### src/rtl/countmodn_pkg.sv
// Shared step-command encoding for the modulo-N counter channels.
package countmodn_pkg;

  typedef logic [1:0] cmd_t;

  // Hold and decrement are the only dedicated codes; 01 and 10 both increment.
  localparam cmd_t CMD_HOLD = 2'b00;
  localparam cmd_t CMD_INC  = 2'b01;
  localparam cmd_t CMD_DEC  = 2'b11;

endpackage : countmodn_pkg

### src/rtl/moore_countmodn_ch.sv
// One modulo-MOD up/down counter channel: state register, wrap pulse
// register and the zero-flag decode taken from the state register only.
module moore_countmodn_ch
  import countmodn_pkg::*;
#(
  parameter int MOD      = 3,
  parameter int SATURATE = 0,
  parameter int CW       = $clog2(MOD)
) (
  input  logic          clock,
  input  logic          reset,
  input  logic [1:0]    data,
  input  logic          load,
  input  logic [CW-1:0] load_val,
  output logic [CW-1:0] count,
  output logic          q,
  output logic          wrap
);

  // Top of the count range; compared explicitly so non-power-of-two MOD works.
  localparam logic [CW-1:0] CNT_MAX = CW'(MOD - 1);

  logic [CW-1:0] count_reg;
  logic [CW-1:0] count_next;
  logic          wrap_reg;
  logic          wrap_next;

  // Next state: a legal load beats any step, an out-of-range load just holds.
  always_comb begin
    count_next = count_reg;
    wrap_next  = 1'b0;
    if (load) begin
      if (load_val <= CNT_MAX) begin
        count_next = load_val;
      end
    end else begin
      case (data)
        CMD_HOLD: begin
          count_next = count_reg;
        end
        CMD_DEC: begin
          if (count_reg == '0) begin
            if (SATURATE == 0) begin
              count_next = CNT_MAX;
              wrap_next  = 1'b1;
            end
          end else begin
            count_next = count_reg - 1'b1;
          end
        end
        default: begin
          if (count_reg == CNT_MAX) begin
            if (SATURATE == 0) begin
              count_next = '0;
              wrap_next  = 1'b1;
            end
          end else begin
            count_next = count_reg + 1'b1;
          end
        end
      endcase
    end
  end

  // State and wrap registers, cleared immediately when reset goes low.
  always_ff @(posedge clock or negedge reset) begin
    if (!reset) begin
      count_reg <= '0;
      wrap_reg  <= 1'b0;
    end else begin
      count_reg <= count_next;
      wrap_reg  <= wrap_next;
    end
  end

  assign count = count_reg;
  assign wrap  = wrap_reg;
  assign q     = (count_reg == '0);

endmodule : moore_countmodn_ch

### src/rtl/moore_countmodn_array.sv
// NUM_CH independent modulo-MOD counter channels plus an all-zero summary flag.
module moore_countmodn_array
  import countmodn_pkg::*;
#(
  parameter int MOD      = 3,
  parameter int NUM_CH   = 4,
  parameter int SATURATE = 0,
  localparam int CW      = $clog2(MOD)
) (
  input  logic                 clock,
  input  logic                 reset,
  input  logic [2*NUM_CH-1:0]  data,
  input  logic [NUM_CH-1:0]    load,
  input  logic [CW*NUM_CH-1:0] load_val,
  output logic [CW*NUM_CH-1:0] count,
  output logic [NUM_CH-1:0]    q,
  output logic [NUM_CH-1:0]    wrap,
  output logic                 all_zero
);

  // One counter per channel; slices are packed channel 0 at the LSBs.
  for (genvar gi = 0; gi < NUM_CH; gi++) begin : g_ch
    moore_countmodn_ch #(
      .MOD      (MOD),
      .SATURATE (SATURATE),
      .CW       (CW)
    ) u_ch (
      .clock    (clock),
      .reset    (reset),
      .data     (data[2*gi +: 2]),
      .load     (load[gi]),
      .load_val (load_val[CW*gi +: CW]),
      .count    (count[CW*gi +: CW]),
      .q        (q[gi]),
      .wrap     (wrap[gi])
    );
  end

  // Zero flags come from state registers, so this stays a pure Moore output.
  assign all_zero = &q;

endmodule : moore_countmodn_array

### config.mk
export PLATFORM = sky130hd
export DESIGN_NAME = moore_countmodn_array
export DESIGN_NICKNAME = d
export VERILOG_FILES = /design/src/rtl/countmodn_pkg.sv /design/src/rtl/moore_countmodn_ch.sv /design/src/rtl/moore_countmodn_array.sv
export SDC_FILE = /design/constraint.sdc
export NUM_CORES = 1
export LEC_CHECK = 0
export CAP_MARGIN = 20
export CORE_MARGIN = 8
export CORE_UTILIZATION = 35
export CTS_BUF_LIST = sky130_fd_sc_hd__clkbuf_8
export DETAILED_ROUTE_END_ITERATION = 8
export GPL_TIMING_DRIVEN = 1
export HOLD_SLACK_MARGIN = 0.1
export PLACE_DENSITY_LB_ADDON = 0.25
export SLEW_MARGIN = 20
export SYNTH_ARGS = -nofsm -noshare
export SYNTH_HDL_FRONTEND = slang
export SYNTH_SLANG_ARGS = --single-unit
### constraint.sdc
create_clock -name clock -period 2 [get_ports clock]
set_clock_uncertainty 0.05 [all_clocks]
set_input_delay 0.2 -clock clock [delete_from_list [all_inputs] [get_ports clock]]
set_output_delay 0.2 -clock clock [all_outputs]
set_load 0.005 [all_outputs]
==> flow_metrics.env, run 1 <==
export IMPL_leakagePower_nw=0.7194
export IMPL_timing_rr_end="g_ch[1].u_ch.count[0]"
export IMPL_ant_nets=0
export IMPL_crit_fanout=4
export IMPL_initial_core_util_pct=36.01
export IMPL_arrival_ns=1.68
export IMPL_power_frac_seq_pct=32.9
export IMPL_ctsHoldBuffers=0
export IMPL_drv_slew=0
export IMPL_syn_inst=121
export IMPL_path_cells="inv_1 > ha_2 > and4_1 > clkdlybuf4s50_1"
export IMPL_max_vdd_ir_drop_v=0.0002866
export IMPL_drtIter0Drc=42
export IMPL_drc=0
export IMPL_coreArea_um2=2978
export IMPL_combPwrFrac_pct=37.3
export IMPL_cts_sinks=12
export IMPL_synthTopCellsByArea="dfrtp_1 (28%), ha_1 (27%), inv_1 (7.4%)"
export IMPL_drv_cap=0
export IMPL_clock_tree_buffer_depth=2
export IMPL_ioPinCount=39
export IMPL_yosysTopAreaCell="dfrtp_1"
export IMPL_place_congestion=0.8885
export IMPL_yosysMostFrequentCell="ha_1"
export IMPL_tightest_slew_ns=0.6017
export IMPL_path_buf_inv=2
export IMPL_final_hold_viol_count=0
export IMPL_crit_required_ns=1.75
export IMPL_cp_slowest_cell="clkdlybuf4s50_1"
export IMPL_clk_latency_ns=0.24
export IMPL_wl_per_cell_um=13.37
export IMPL_synthDominantCellAreaShare_pct=28.00
export IMPL_worst_r2r_path_depth=5
export IMPL_path_clk_slew_ns=0.06
export IMPL_setup_viol=0
export IMPL_r2r_setup_slack_ns=0.57
export IMPL_portBuffers=38
export IMPL_dp_hpwl_mm=2.102
export IMPL_p_sw_mw=0.2684
export IMPL_drt_pass1_iter_count=4
export IMPL_fillers=274
export IMPL_fmax_mhz=517.5
export IMPL_synth_distinct_cells=22
export IMPL_dieHeight_um=71.35
export IMPL_slew_headroom_pct=59.76
export IMPL_power_mw=0.9058
export IMPL_syn_nets=166
export IMPL_numCtsBuffers=3
export IMPL_p_int_mw=0.6374
export IMPL_grt_max_degree=13
export IMPL_ff_latch_area_um2=300.3
export IMPL_die_area_um2=5091
export IMPL_htree_levels=1
export IMPL_powerDensity_nw_per_um2=605.3
export IMPL_async_flop_share_pct=100.0
export IMPL_grt_pass1_vias=932
export IMPL_cts_resized=0
export IMPL_fin_crit_sh_pct=96.61
export IMPL_synthFlopType="dfrtp_1"
export IMPL_root_buffer="clkbuf_8"
export IMPL_hold_class="input port to async pin"
export IMPL_avgSynthCellArea_um2=8.862
export IMPL_cts_tree="done"
export IMPL_syn_area_um2=1072
export IMPL_area_growth_pct=39.56
export IMPL_postCtsSetupRepairBufs=0
export IMPL_synth_warnings=0
export IMPL_criticalPathCategory="register to output pin"
export IMPL_grt_antenna_before_repair=0
export IMPL_period_minus_slack_ns=1.932
export IMPL_cp_top_family="buffers and inverters"
export IMPL_place_area_um2=1434
export IMPL_fin_cells=188
export IMPL_grt_pass1_wl_mm=4.050
export IMPL_antenna_cells=0
export IMPL_tns_ns=0
export IMPL_synth_edf_count=0
export IMPL_drive_gt1_share_pct=7.742
export IMPL_num_vias=926
export IMPL_netSwitchingFraction_pct=29.63
export IMPL_fp_row_count=20
export IMPL_die_w_um=71.35
export IMPL_grt_overflow_total=0
export IMPL_fin_nets=201
export IMPL_r2r_start="g_ch[1].u_ch.count[1]"
export IMPL_outcome="finished clean"
export IMPL_slowest_delay_ns=0.50
export IMPL_post_route_cell_area_um2=1496
export IMPL_synth_seq_area_share_pct=28.00
export IMPL_largest_reg_flops=8
export IMPL_cp_end_kind="output pin"
export IMPL_pwr_share_clk_pct=29.9
export IMPL_critPathLaunchType="register"
export IMPL_via_per_inst=4.926
export IMPL_synth_seq_cells=12
export IMPL_multi_input_area_um2=640.6
export IMPL_synth_common_cells="ha_1 (23), inv_1 (21), a21oi_1 (13), dfrtp_1 (12), nand2_1 (11)"
export IMPL_totalWireLength_mm=2.514
export IMPL_place_inst=184
export IMPL_track_usage_pct=9.751
==> stage by stage <==
step / hold slack (ns) / setup slack, ns / utilization, %
5_1_grt: 0.3410 / -0.003388 / 50.25
3_3_place_gp: 0.5620 / 0.3399 / 48.15
4_1_cts: 0.3136 / 0.04422 / 50.00
6_report: 0.2874 / 0.06782 / 50.25
2_1_floorplan: -0.1456 / 0.6318 / -
3_5_place_dp: 0.5718 / 0.3167 / 48.15
==> logic make-up (layout without fill, tap and decap cells) <==
| family | Yosys count | count (layout) | synth area share [%] |
|---|---|---|---|
| flops | 12 | 12 | 28.00 |
| compound gates | 29 | 29 | 17.85 |
| fa+ha+maj | 23 | 23 | 26.84 |
| buf+inv | 29 | 63 | 12.95 |
| mux | 2 | 2 | 1.867 |
| simple gates | 26 | 26 | 12.49 |
==> metal layers <==
layer  part of all wire, %  wire length (um)  GRT usage, %  vias up
li1                      -                 -             -      464
met1                    45              1121         10.93      428
met2                    47              1187         16.63       29
met3                   6.5               163         2.929        5
met4                   1.6                41         4.157        0
met5                     0                 0             0        -
==> worst register-to-register path: cells and delay by family, from the launching register on <==
| family | cells | cell delay, ns |
|---|---|---|
| AOI/OAI and AO/OA | 2 | 0.45 |
| adders and majority gates | 1 | 0.20 |
| buffers and inverters | 1 | 0.08 |
| DFF | 1 | 0.40 |
| and+or+nand+nor | 1 | 0.13 |
==> cell usage in the layout (no fill, tap or decap), drive strengths merged, types with 3 or more instances in the layout <==
| cell type | Yosys | layout |
|---|---|---|
| dfrtp | 12 | 12 |
| nor2 | 3 | 3 |
| nand2 | 11 | 11 |
| a211o | 3 | 3 |
| clkbuf | 0 | 4 |
| a221oi | 4 | 4 |
| nand2b | 3 | 3 |
| clkdlybuf4s50 | 0 | 38 |
| ha | 23 | 23 |
| o21ai | 4 | 4 |
| a21oi | 13 | 13 |
| nand3b | 4 | 4 |
| inv | 21 | 21 |
==> area by class of cell <==
| type | instances | share of cell area (%) |
|---|---|---|
| inverter | 21 | 5.268 |
| clock buffer | 4 | 3.679 |
| timing repair buffer | 38 | 25.42 |
| multi-input combinational | 80 | 42.81 |
| tap | 33 | 2.759 |
| sequential | 12 | 20.07 |
==> worst max path at each step <==
| stage | from | to | slack [ns] | cells past startpoint |
|---|---|---|---|---|
| 2_1_floorplan | g_ch[2].u_ch.count[0] | g_ch[2].u_ch.count[0] | 0.63 | 5 |
| 3_3_place_gp | g_ch[2].u_ch.count[0] | all_zero | 0.34 | 4 |
| 3_5_place_dp | g_ch[1].u_ch.count[0] | all_zero | 0.32 | 4 |
| 4_1_cts | g_ch[1].u_ch.count[0] | all_zero | 0.04 | 4 |
| 5_1_grt | g_ch[0].u_ch.count[0] | all_zero | -0.003 | 4 |
| 6_report | g_ch[0].u_ch.count[0] | all_zero | 0.07 | 4 |
==> power groups by stage <==
stage | Clock (mW) | Sequential (mW) | Combinational, mW
finish | 0.270 | 0.298 | 0.337
global route | 0.296 | 0.302 | 0.378
CTS | 0.280 | 0.296 | 0.337
detailed placement | 0 | 0.301 | 0.334
global placement | 0 | 0.299 | 0.325
floorplan | 0 | 0.299 | 0.177
Power figures use the tool's default switching activity.
==> run 2, diff against run 1 <==
Settings changed: GPL_TIMING_DRIVEN 1 to unset.
==> results of run 2 <==
The final DEF is identical to that of run 1; final timing and power are the same.
==> run 3, diff against run 2 <==
Settings changed: ABC_AREA set to 1.
==> flow_metrics.env, run 3 <==
export IMPL_syn_nets=218
export IMPL_ioPinCount=39
export IMPL_synthTopCellsByArea="dfrtp_1 (26%), ha_1 (25%), nand2_1 (15%)"
export IMPL_async_flop_share_pct=100.0
export IMPL_wl_per_cell_um=9.893
export IMPL_fp_row_count=21
export IMPL_synth_common_cells="nand2_1 (46), inv_1 (40), ha_1 (23), nor2_1 (20), dfrtp_1 (12)"
export IMPL_power_mw=0.9334
export IMPL_fin_nets=253
export IMPL_synth_simple_gate_area_share_pct=25.03
export IMPL_synthDominantCellAreaShare_pct=25.67
export IMPL_htree_levels=1
export IMPL_utilization_pct=48.88
export IMPL_cts_sinks=12
export IMPL_synth_compound_area_share_pct=6.417
export IMPL_portBuffers=38
export IMPL_place_inst=249
export IMPL_ff_latch_area_um2=300.3
export IMPL_worst_hold_slack_ns=0.2803
export IMPL_cts_tree="done"
export IMPL_clk_latency_ns=0.24
export IMPL_arrival_ns=1.66
export IMPL_drt_pass1_iter_count=4
export IMPL_dp_hpwl_mm=2.143
export IMPL_synth_seq_area_share_pct=25.67
export IMPL_clock_tree_buffer_depth=2
export IMPL_grt_antenna_before_repair=0
export IMPL_die_area_um2=5449
export IMPL_root_buffer="clkbuf_8"
export IMPL_worst_r2r_path_depth=5
export IMPL_yosysTopAreaCell="dfrtp_1"
export IMPL_syn_area_um2=1170
export IMPL_initial_core_util_pct=35.62
export IMPL_worstSetupStartpoint="g_ch[2].u_ch.count[1]"
export IMPL_slowest_delay_ns=0.51
export IMPL_largest_reg_flops=8
export IMPL_dieHeight_um=73.82
export IMPL_setup_slack_ns=0.09144
export IMPL_crit_required_ns=1.75
export IMPL_cp_end_kind="output pin"
export IMPL_final_hold_viol_count=0
export IMPL_final_cell_mix="nand2_1 (46), inv_1 (39), clkdlybuf4s50_1 (38), ha_1 (22), nor2_1 (20)"
export IMPL_synth_distinct_cells=13
export IMPL_track_usage_pct=10.00
export IMPL_layout_commonest_cell="nand2_1"
export IMPL_muxShareOfSynthArea_pct=0
export IMPL_post_place_ws_ns=0.3381
export IMPL_fillers=330
export IMPL_tns_ns=0
export IMPL_path_cells="inv_1 > ha_2 > nand2_1 > nor2_1 > clkdlybuf4s50_1"
export IMPL_drtIter0Drc=41
export IMPL_outcome="finished clean"
export IMPL_leakagePower_nw=0.8781
export IMPL_drc=0
export IMPL_critPathLaunchType="register"
export IMPL_drv_slew=0
export IMPL_syn_inst=173
export IMPL_area_growth_pct=37.22
export IMPL_fmax_mhz=524.0
export IMPL_criticalPathCategory="register to output pin"
export IMPL_setup_worst_path_end="all_zero"
export IMPL_synth_xor_xnor_area_share_pct=0
export IMPL_avgSynthCellArea_um2=6.762
export IMPL_setup_viol=0
export IMPL_antenna_cells=0
export IMPL_path_clk_slew_ns=0.06
export IMPL_drv_cap=0
export IMPL_place_area_um2=1548
export IMPL_ant_nets=0
export IMPL_synthAdderAreaFrac_pct=24.60
export IMPL_totalWireLength_mm=2.503
export IMPL_cp_slowest_cell="clkdlybuf4s50_1"
export IMPL_synth_warnings=0
export IMPL_r2r_setup_slack_ns=0.75
export IMPL_grt_overflow_total=0
export IMPL_grt_pass1_wl_mm=4.353
export IMPL_grt_setup_unrepaired="no"
export IMPL_die_w_um=73.82
export IMPL_postCtsSetupRepairBufs=0
export IMPL_max_vdd_ir_drop_v=0.0003635
export IMPL_num_vias=1063
export IMPL_post_route_cell_area_um2=1605
export IMPL_coreArea_um2=3284
export IMPL_slew_headroom_pct=60.79
export IMPL_fin_crit_sh_pct=95.43
export IMPL_synth_seq_cells=12
export IMPL_numCtsBuffers=3
export IMPL_grt_pass1_vias=1058
export IMPL_hold_class="input port to async pin"
export IMPL_place_congestion=0.8984
export IMPL_powerDensity_nw_per_um2=581.5
export IMPL_synth_edf_count=0
export IMPL_grt_max_degree=13
export IMPL_synth_top_family_by_area="simple AND/OR/NAND/NOR gates"
export IMPL_crit_fanout=4
export IMPL_tightest_slew_ns=0.5863
export IMPL_fin_cells=253
export IMPL_period_minus_slack_ns=1.909
export IMPL_yosysMostFrequentCell="nand2_1"
export IMPL_r2r_start="g_ch[2].u_ch.count[1]"
export IMPL_multi_input_area_um2=658.1
export IMPL_timing_rr_end="g_ch[2].u_ch.count[1]"
export IMPL_via_per_inst=4.202
export IMPL_drive_gt1_share_pct=4.831
export IMPL_synthFlopType="dfrtp_1"
==> run 3: cell types whose count changed after synthesis, sizes merged, moves of 3 or more <==
cell | previous run | this run
nand2b | 3 | 0
inv | 21 | 41
nand3 | 1 | 4
nand2 | 11 | 46
a221oi | 4 | 0
a21oi | 13 | 6
o21ai | 4 | 9
a211o | 3 | 0
nor2 | 3 | 22
nand3b | 4 | 0
==> run 3: how the worst min path moves through the flow <==
stage / from / to / slack [ns] / cells after the start
6_report: reset / g_ch[0].u_ch.count[1] / 0.28 / 1
5_1_grt: reset / g_ch[2].u_ch.wrap / 0.33 / 1
4_1_cts: reset / g_ch[1].u_ch.count[1] / 0.31 / 1
3_5_place_dp: g_ch[0].u_ch.count[1] / g_ch[0].u_ch.count[1] / 0.51 / 2
3_3_place_gp: g_ch[0].u_ch.count[1] / g_ch[0].u_ch.count[1] / 0.50 / 2
2_1_floorplan: reset / g_ch[0].u_ch.count[0] / -0.15 / 0
==> run 3: worst max-delay path: cells and delay by family (launching register included) <==
kind	cells	cell delay [ns]
adder cells (fa/ha/maj)	1	0.22
flip-flops	1	0.40
AND/OR/NAND/NOR	2	0.16
buffers and inverters	2	0.64
==> run 3: logic make-up (layout without fill, tap and decap cells) <==
family,Yosys count,count (layout)
AOI/OAI and AO/OA,15,15
adders and majority gates,23,23
buffers and inverters,49,83
DFF,12,12
and+or+nand+nor,74,74
==> run 3: per-layer routing <==
metal  GRT usage (%)  vias up  part of all wire [%]
li1                -      572                     -
met3           3.274        4                   6.5
met1           11.27      458                    44
met2           17.32       29                    47
met4           2.882        0                   2.4
met5               0        -                     0
==> run 3: what timing repair did <==
action	4_1_cts	5_1_grt
hold buffers	0	0
gates resized for setup	0	2
setup endpoints to repair	0	1
hold endpoints to repair	0	0
==> run 3: layout make-up <==
type                       count  share of cell area, %
timing repair buffer          38                  23.69
multi-input combinational    112                  41.00
clock buffer                   4                  3.429
sequential                    12                  18.71
inverter                      41                  9.587
tap                           46                  3.585
==> run 3: power breakdown <==
part	total [mW]	switching [mW]	internal (mW)	leakage, nW
Combinational	0.366	0.171	0.195	0.699
Clock	0.268	0.0944	0.174	0.0288
Sequential	0.299	0.0248	0.274	0.151
Total	0.933	0.290	0.643	0.878
